### config.mk
export PLATFORM = sky130hd
export DESIGN_NAME = timer_tens_minutes_ctrl_flat
export DESIGN_NICKNAME = d
export VERILOG_FILES = /design/src/rtl/timer_tens_minutes_ctrl_if.sv /design/src/rtl/timer_tens_minutes_ctrl.sv /design/src/flat_wrapper.sv
export SDC_FILE = /design/constraint.sdc
export NUM_CORES = 1
export LEC_CHECK = 0
export ABC_AREA = 1
export BUFFER_PORTS_ARGS = -buffer_cell sky130_fd_sc_hd__clkbuf_2
export CORE_MARGIN = 4
export CORE_UTILIZATION = 40
export CTS_CLUSTER_SIZE = 30
export DETAILED_ROUTE_END_ITERATION = 8
export PLACE_DENSITY_LB_ADDON = 0.3
export SYNTH_ARGS = -nofsm -noshare
export SYNTH_HDL_FRONTEND = slang
export SYNTH_SLANG_ARGS = --single-unit
### constraint.sdc
create_clock -name clk1 -period 1.3 [get_ports clk1]
set_clock_uncertainty 0.1 [all_clocks]
set_input_delay 0.13 -clock clk1 [delete_from_list [all_inputs] [get_ports clk1]]
set_output_delay 0.13 -clock clk1 [all_outputs]
set_load 0.02 [all_outputs]
### src/rtl/timer_tens_minutes_ctrl_if.sv
// timer_tens_minutes_ctrl_if
//   Groups the command, preset, units-digit status and result signals of the
//   tens/minutes countdown controller.
//   master : drives start/pause/load, presets and the units-digit flags,
//            observes the digits and status outputs.
//   slave  : the controller itself.
//   Signals:
//     start, pause, load        one-cycle commands (synchronous to clk1)
//     preset_tens, preset_min   4-bit BCD presets captured on load
//     borrow_in, units_zero     units-digit flags, asynchronous to clk1
//     q_tens, q_min             current BCD digits
//     units_hold                freezes the units counter while high
//     done                      one-cycle pulse on reaching 0:00
//     state                     IDLE=00, RUN=01, PAUSE=10, DONE=11
//     reload_req                one-cycle units-counter reload request
interface timer_tens_minutes_ctrl_if;
    logic       start;
    logic       pause;
    logic       load;
    logic [3:0] preset_tens;
    logic [3:0] preset_min;
    logic       borrow_in;
    logic       units_zero;
    logic [3:0] q_tens;
    logic [3:0] q_min;
    logic       units_hold;
    logic       done;
    logic [1:0] state;
    logic       reload_req;

    modport master (
        output start, pause, load, preset_tens, preset_min, borrow_in, units_zero,
        input  q_tens, q_min, units_hold, done, state, reload_req
    );

    modport slave (
        input  start, pause, load, preset_tens, preset_min, borrow_in, units_zero,
        output q_tens, q_min, units_hold, done, state, reload_req
    );
endinterface

### src/rtl/timer_tens_minutes_ctrl.sv
// timer_tens_minutes_ctrl
//   Controls the tens-of-seconds and minutes digits of an M:SS countdown
//   timer. The units digit lives elsewhere; it reports its borrow (high
//   while the units digit is 9) and zero status asynchronously, and this
//   block counts the upper digits down on each synchronized borrow edge.
//   Ports:
//     clk1   rising-edge system clock
//     reset  asynchronous active-low reset
//     bus    timer_tens_minutes_ctrl_if.slave (commands, presets, flags,
//            digits and status; see the interface header)
//   Parameters:
//     TENS_MAX  highest tens-of-seconds value (default 5)
//     MIN_MAX   highest minutes value (default 9)
//   Configuration macro:
//     AUTO_RELOAD_EN  when defined, DONE lasts one cycle and is followed by
//                     a reload of the stored presets, a reload_req pulse and
//                     a return to RUN. When undefined, DONE is held until a
//                     load and reload_req stays 0.
module timer_tens_minutes_ctrl #(
    parameter int TENS_MAX = 5,
    parameter int MIN_MAX  = 9
) (
    input  logic                          clk1,
    input  logic                          reset,
    timer_tens_minutes_ctrl_if.slave      bus
);

    typedef enum logic [1:0] {
        ST_IDLE  = 2'b00,
        ST_RUN   = 2'b01,
        ST_PAUSE = 2'b10,
        ST_DONE  = 2'b11
    } state_t;

    localparam logic [3:0] TENS_MAX_C = 4'(TENS_MAX);
    localparam logic [3:0] MIN_MAX_C  = 4'(MIN_MAX);

    // Saturate a preset digit to its legal upper bound.
    function automatic logic [3:0] clamp_digit(input logic [3:0] value,
                                               input logic [3:0] limit);
        return (value > limit) ? limit : value;
    endfunction

    // Two-stage synchronizers plus the previous-borrow register for edge detect.
    logic borrow_meta_q, borrow_sync_q, borrow_prev_q;
    logic uz_meta_q, uz_sync_q;

    state_t     state_q,       state_d;
    logic [3:0] tens_q,        tens_d;
    logic [3:0] min_q,         min_d;
    logic [3:0] preset_tens_q, preset_tens_d;
    logic [3:0] preset_min_q,  preset_min_d;
    logic       done_q,        done_d;
    logic       reload_req_q,  reload_req_d;
    logic       units_hold_q,  units_hold_d;

    logic borrow_event_s;
    logic at_zero_s;

    // Bring the asynchronous units-digit flags into the clk1 domain.
    always_ff @(posedge clk1 or negedge reset) begin
        if (!reset) begin
            borrow_meta_q <= 1'b0;
            borrow_sync_q <= 1'b0;
            borrow_prev_q <= 1'b0;
            uz_meta_q     <= 1'b0;
            uz_sync_q     <= 1'b0;
        end else begin
            borrow_meta_q <= bus.borrow_in;
            borrow_sync_q <= borrow_meta_q;
            borrow_prev_q <= borrow_sync_q;
            uz_meta_q     <= bus.units_zero;
            uz_sync_q     <= uz_meta_q;
        end
    end

    // Next-state, digit and output logic for the countdown FSM.
    always_comb begin
        borrow_event_s = borrow_sync_q & ~borrow_prev_q;
        at_zero_s      = (tens_q == 4'd0) && (min_q == 4'd0);

        state_d       = state_q;
        tens_d        = tens_q;
        min_d         = min_q;
        preset_tens_d = preset_tens_q;
        preset_min_d  = preset_min_q;
        done_d        = 1'b0;
        reload_req_d  = 1'b0;

        if (bus.load) begin
            state_d       = ST_IDLE;
            tens_d        = clamp_digit(bus.preset_tens, TENS_MAX_C);
            min_d         = clamp_digit(bus.preset_min, MIN_MAX_C);
            preset_tens_d = clamp_digit(bus.preset_tens, TENS_MAX_C);
            preset_min_d  = clamp_digit(bus.preset_min, MIN_MAX_C);
        end else begin
            case (state_q)
                ST_IDLE, ST_PAUSE: begin
                    if (bus.start) begin
                        // Starting at 0:00 with the units digit already zero finishes at once.
                        if (at_zero_s && uz_sync_q) begin
                            state_d = ST_DONE;
                            done_d  = 1'b1;
                        end else begin
                            state_d = ST_RUN;
                        end
                    end else begin
                        state_d = state_q;
                    end
                end
                ST_RUN: begin
                    // A borrow is applied even when pause arrives in the same cycle.
                    if (borrow_event_s && !at_zero_s) begin
                        if (tens_q != 4'd0) begin
                            tens_d = tens_q - 4'd1;
                        end else begin
                            tens_d = TENS_MAX_C;
                            min_d  = min_q - 4'd1;
                        end
                    end else begin
                        tens_d = tens_q;
                    end
                    // Completion wins over a simultaneous pause so the done pulse is never lost.
                    if (at_zero_s && uz_sync_q) begin
                        state_d = ST_DONE;
                        done_d  = 1'b1;
                    end else if (bus.pause) begin
                        state_d = ST_PAUSE;
                    end else begin
                        state_d = ST_RUN;
                    end
                end
                ST_DONE: begin
`ifdef AUTO_RELOAD_EN
                    state_d      = ST_RUN;
                    tens_d       = preset_tens_q;
                    min_d        = preset_min_q;
                    reload_req_d = 1'b1;
`else
                    state_d      = ST_DONE;
                    reload_req_d = 1'b0;
`endif
                end
                default: begin
                    state_d = ST_IDLE;
                end
            endcase
        end

        units_hold_d = (state_d != ST_RUN);
    end

    // Countdown state, digits, stored presets and registered outputs.
    always_ff @(posedge clk1 or negedge reset) begin
        if (!reset) begin
            state_q       <= ST_IDLE;
            tens_q        <= 4'd0;
            min_q         <= 4'd0;
            preset_tens_q <= 4'd0;
            preset_min_q  <= 4'd0;
            done_q        <= 1'b0;
            reload_req_q  <= 1'b0;
            units_hold_q  <= 1'b1;
        end else begin
            state_q       <= state_d;
            tens_q        <= tens_d;
            min_q         <= min_d;
            preset_tens_q <= preset_tens_d;
            preset_min_q  <= preset_min_d;
            done_q        <= done_d;
            reload_req_q  <= reload_req_d;
            units_hold_q  <= units_hold_d;
        end
    end

    assign bus.q_tens     = tens_q;
    assign bus.q_min      = min_q;
    assign bus.state      = state_q;
    assign bus.units_hold = units_hold_q;
    assign bus.done       = done_q;
    assign bus.reload_req = reload_req_q;

endmodule

### src/flat_wrapper.sv
// flat-port wrapper written by rule: the top's interface ports become plain ports
module timer_tens_minutes_ctrl_flat 
#(
    parameter int TENS_MAX = 5,
    parameter int MIN_MAX  = 9
)
  (clk1, reset, bus_start, bus_pause, bus_load, bus_preset_tens, bus_preset_min, bus_borrow_in, bus_units_zero, bus_q_tens, bus_q_min, bus_units_hold, bus_done, bus_state, bus_reload_req);
  timer_tens_minutes_ctrl_if bus_i ();
  input  logic clk1;
  input  logic reset;
  input wire logic [$bits(bus_i.start)-1:0] bus_start;
  input wire logic [$bits(bus_i.pause)-1:0] bus_pause;
  input wire logic [$bits(bus_i.load)-1:0] bus_load;
  input wire logic [$bits(bus_i.preset_tens)-1:0] bus_preset_tens;
  input wire logic [$bits(bus_i.preset_min)-1:0] bus_preset_min;
  input wire logic [$bits(bus_i.borrow_in)-1:0] bus_borrow_in;
  input wire logic [$bits(bus_i.units_zero)-1:0] bus_units_zero;
  output wire logic [$bits(bus_i.q_tens)-1:0] bus_q_tens;
  output wire logic [$bits(bus_i.q_min)-1:0] bus_q_min;
  output wire logic [$bits(bus_i.units_hold)-1:0] bus_units_hold;
  output wire logic [$bits(bus_i.done)-1:0] bus_done;
  output wire logic [$bits(bus_i.state)-1:0] bus_state;
  output wire logic [$bits(bus_i.reload_req)-1:0] bus_reload_req;
  assign bus_i.start = bus_start;
  assign bus_i.pause = bus_pause;
  assign bus_i.load = bus_load;
  assign bus_i.preset_tens = bus_preset_tens;
  assign bus_i.preset_min = bus_preset_min;
  assign bus_i.borrow_in = bus_borrow_in;
  assign bus_i.units_zero = bus_units_zero;
  assign bus_q_tens = bus_i.q_tens;
  assign bus_q_min = bus_i.q_min;
  assign bus_units_hold = bus_i.units_hold;
  assign bus_done = bus_i.done;
  assign bus_state = bus_i.state;
  assign bus_reload_req = bus_i.reload_req;
  timer_tens_minutes_ctrl #(.TENS_MAX(TENS_MAX), .MIN_MAX(MIN_MAX)) u_core (.clk1(clk1), .reset(reset), .bus(bus_i));
endmodule
==> results.sh <==
export IMPL_status="complete, but fails checks"
export IMPL_violations="setup timing"
export IMPL_synth_area_leaders="dfrtp_1 45%, nand2_1 11%, inv_1 5.4%"
export IMPL_stdcell_area_um2=1250
export IMPL_clock_latency_ps=280
export IMPL_synth_area_leader_cell="dfrtp_1"
export IMPL_postRouteWirelength_um=2050
export IMPL_setup_viol=10
export IMPL_p_leak_uw=0.000654
export IMPL_clockBufferDepth=2
export IMPL_cts_root_buf="clkbuf_4"
export IMPL_cp_cell_sequence="inv_2 -> ha_4 -> nand2_4 -> nor2_4 -> nand2_2 -> nand3_2 -> nand2_2 -> nand2_1 -> nand2_1"
export IMPL_fmax_ghz=0.732
export IMPL_p_sw_share_pct=36.0
export IMPL_grt_first_pass_wirelength_um=3680
export IMPL_nets=169
export IMPL_first_pass_iters=4
export IMPL_synthTopCellsByCount="26 x nand2_1, 16 x dfrtp_1, 13 x inv_1, 9 x nand3_1, 9 x nor2_1"
export IMPL_rsz0062_at_grt="yes"
export IMPL_utilization_pct=61.3
export IMPL_io_buffers=26
export IMPL_syn_area_per_cell_um2=8.29
export IMPL_die_w_um=55.3
export IMPL_setup_ws_ps=-66.0
export IMPL_dp_hpwl_um=1680
export IMPL_antenna_left=0
export IMPL_cp_max_fo=5
export IMPL_finalHoldViolations=0
export IMPL_place_area_um2=1170
export IMPL_synthArstFlopShare_pct=100
export IMPL_fp_dieH_um=55.3
export IMPL_cp_arrival_ps=1450
export IMPL_synthesis_nets=125
export IMPL_synth_area_um2=896
export IMPL_layout_drive_gt1_share_pct=45.0
export IMPL_avgViaCountPerCell=4.76
export IMPL_pin_count=28
export IMPL_first_global_vias=865
export IMPL_grt_max_degree=18
export IMPL_cp_slowest_cell="dfrtp_2"
export IMPL_yosys_warnings=0
export IMPL_cp_required_ps=1380
export IMPL_drc=0
export IMPL_synth_edf_count=0
export IMPL_grtUsageTotal_pct=14.7
export IMPL_hp_class="in2reg"
export IMPL_drv_slew=0
export IMPL_fin_cells=178
export IMPL_dp_cells=171
export IMPL_r2r_start="u_core.bus.q_min[1]$_DFFE_PN0P_"
export IMPL_vias=847
export IMPL_grt_overflow=0
export IMPL_postSynthCellCount=108
export IMPL_min_period_over_period_pct=105
export IMPL_worst_r2r_setup_slack_ps=-70
export IMPL_internal_power_uw=938
export IMPL_yosysSeqAreaShare_pct=47.6
export IMPL_diodes=0
export IMPL_fin_crit_ps=1370
export IMPL_switchingPower_uw=527
export IMPL_area_growth_pct=39.8
export IMPL_cp_endpoint="u_core.bus.q_min[2]$_DFFE_PN0P_"
export IMPL_power_density_nw_per_um2=1170
export IMPL_reg2reg_depth=9
export IMPL_synth_most_common_cell="nand2_1"
export IMPL_placementRows=16
export IMPL_routabilityCongestion=0.801
export IMPL_clock_power_share_pct=19.5
export IMPL_crit_type="reg2reg"
export IMPL_coreArea_um2=2040
export IMPL_slowest_delay_ps=420
export IMPL_grt_antenna_before_repair=0
export IMPL_max_cap_viol_count=0
export IMPL_ys_flop_type="dfrtp_1"
export IMPL_cts_sinks=17
export IMPL_startpoint="u_core.bus.q_min[1]$_DFFE_PN0P_"
export IMPL_r2r_end="u_core.bus.q_min[2]$_DFFE_PN0P_"
export IMPL_crit_path_end_kind="flip-flop"
export IMPL_h_tree_depth=1
export IMPL_hold_depth=4
export IMPL_p_comb_share_pct=37.3
export IMPL_cts_tree="yes"
export IMPL_yosysTopAreaCellShare_pct=44.7
export IMPL_initial_core_util_pct=43.9
export IMPL_die_area_um2=3060
export IMPL_synth_seq_cells=17
export IMPL_ir_worst_vdd_mv=0.924
export IMPL_cts_buffers_inserted=3
export IMPL_crit_path_start_kind="flip-flop"
export IMPL_ys_types=24
export IMPL_pwr_share_seq_pct=43.2
export IMPL_post_drt_wl_per_cell_um=11.5
export IMPL_drt_iter0_markers=8
export IMPL_cts_reportedPaths_clkPinSlew_ps=100
==> flip-flops by register name, summed over array words and instances (netlist names) <==
register	count
u_core.uz_sync_q	1
u_core.borrow_prev_q	1
u_core.borrow_sync_q	1
u_core.bus.q_tens	4
u_core.borrow_meta_q	1
u_core.bus.q_min	4
u_core.bus.done	1
u_core.bus.units_hold	1
u_core.uz_meta_q	1
u_core.bus.state	2
==> worst min path at each step <==
stage,start,endpoint
finish,bus_preset_min[2],u_core.bus.q_min[2]$_DFFE_PN0P_
global route,bus_preset_min[2],u_core.bus.q_min[2]$_DFFE_PN0P_
CTS,bus_preset_min[1],u_core.bus.q_min[1]$_DFFE_PN0P_
detailed placement,reset,u_core.borrow_meta_q$_DFF_PN0_
global placement,reset,u_core.bus.state[0]$_DFF_PN0_
floorplan,reset,u_core.borrow_meta_q$_DFF_PN0_
==> placed cells by master, fill, tap and decap left out <==
cell,synthesis,routed
a21oi_1,4,3
a21oi_2,1,2
clkbuf_2,0,25
nor2_4,1,2
clkbuf_4,0,3
a22oi_1,2,2
nand2_4,0,2
ha_1,2,1
inv_2,2,4
nand2_2,5,6
ha_4,0,1
nand3_1,9,8
nor3_4,1,1
o21ai_1,2,2
clkinvlp_4,0,1
buf_6,1,1
nor2_1,9,8
nand3_2,2,3
dlygate4sd3_1,0,3
xnor2_1,1,1
buf_4,1,12
nand2_1,26,23
nand4_1,1,1
conb_1,1,1
o21ai_0,5,5
o2bb2ai_1,1,1
a211oi_2,0,1
dfrtp_1,16,13
dfrtp_2,0,3
dfstp_2,1,1
inv_1,13,11
==> power by group through the flow <==
stage               clock, µW  sequential [µW]  combinational (µW)
floorplan                   0              713                 237
global placement            0              638                 508
detailed placement          0              643                 524
CTS                       299              631                 553
global route              331              639                 611
finish                    286              633                 546
==> through the flow <==
step	setup TNS, ps	power (µW)	setup WS, ps	hold WS, ps
final	-438	1470	-66.0	79.7
after detailed placement	-716	1170	-93.5	-14.7
after global placement	-250	1150	-61.4	-16.7
after global routing	-1470	1580	-159	52.2
after floorplan	-709	951	-92.6	-266
after CTS	-576	1480	-74.0	60.1
==> layer usage <==
| metal | wire, µm | vias to the layer above | track usage [%] | share of wire, % |
|---|---|---|---|---|
| met5 | 0 | - | 0 | 0 |
| met4 | 12 | 0 | 4.17 | 0.58 |
| met3 | 70 | 2 | 3.03 | 3.4 |
| met2 | 1090 | 18 | 27.0 | 53 |
| met1 | 883 | 393 | 16.9 | 43 |
| li1 | - | 434 | - | - |
==> worst max-delay path: cells and delay by family (launching register included) <==
family / cells / cell delay (ps)
adder cells (fa/ha/maj): 1 / 140
flip-flops: 1 / 420
buffers and inverters: 1 / 80
AND/OR/NAND/NOR: 7 / 520
==> cells by family after synthesis <==
family,count (synthesis),synth area share [%]
fa+ha+maj,2,2.79
flops,17,47.6
simple gates,54,29.2
buf+inv,17,8.38
xor+xnor,1,0.978
compound gates,16,10.6
other cells,1,0.419
==> what timing repair did <==
item / in CTS / in global routing
buffers inserted: 1 / 0
setup endpoints to repair: 11 / 14
hold buffers: 3 / 0
gates resized for setup: 4 / 5
pin swaps: 3 / 0
hold endpoints to repair: 19 / 0
==> final cells by class <==
type | count | area (µm²)
sequential | 17 | 430
clock buffer | 3 | 22.5
timing repair buffer | 41 | 256
clock inverter | 1 | 7.51
multi-input combinational | 74 | 445
tap | 27 | 33.8
inverter | 15 | 56.3
fill | 186 | 790
No activity file was read; power rests on OpenSTA's default activity.
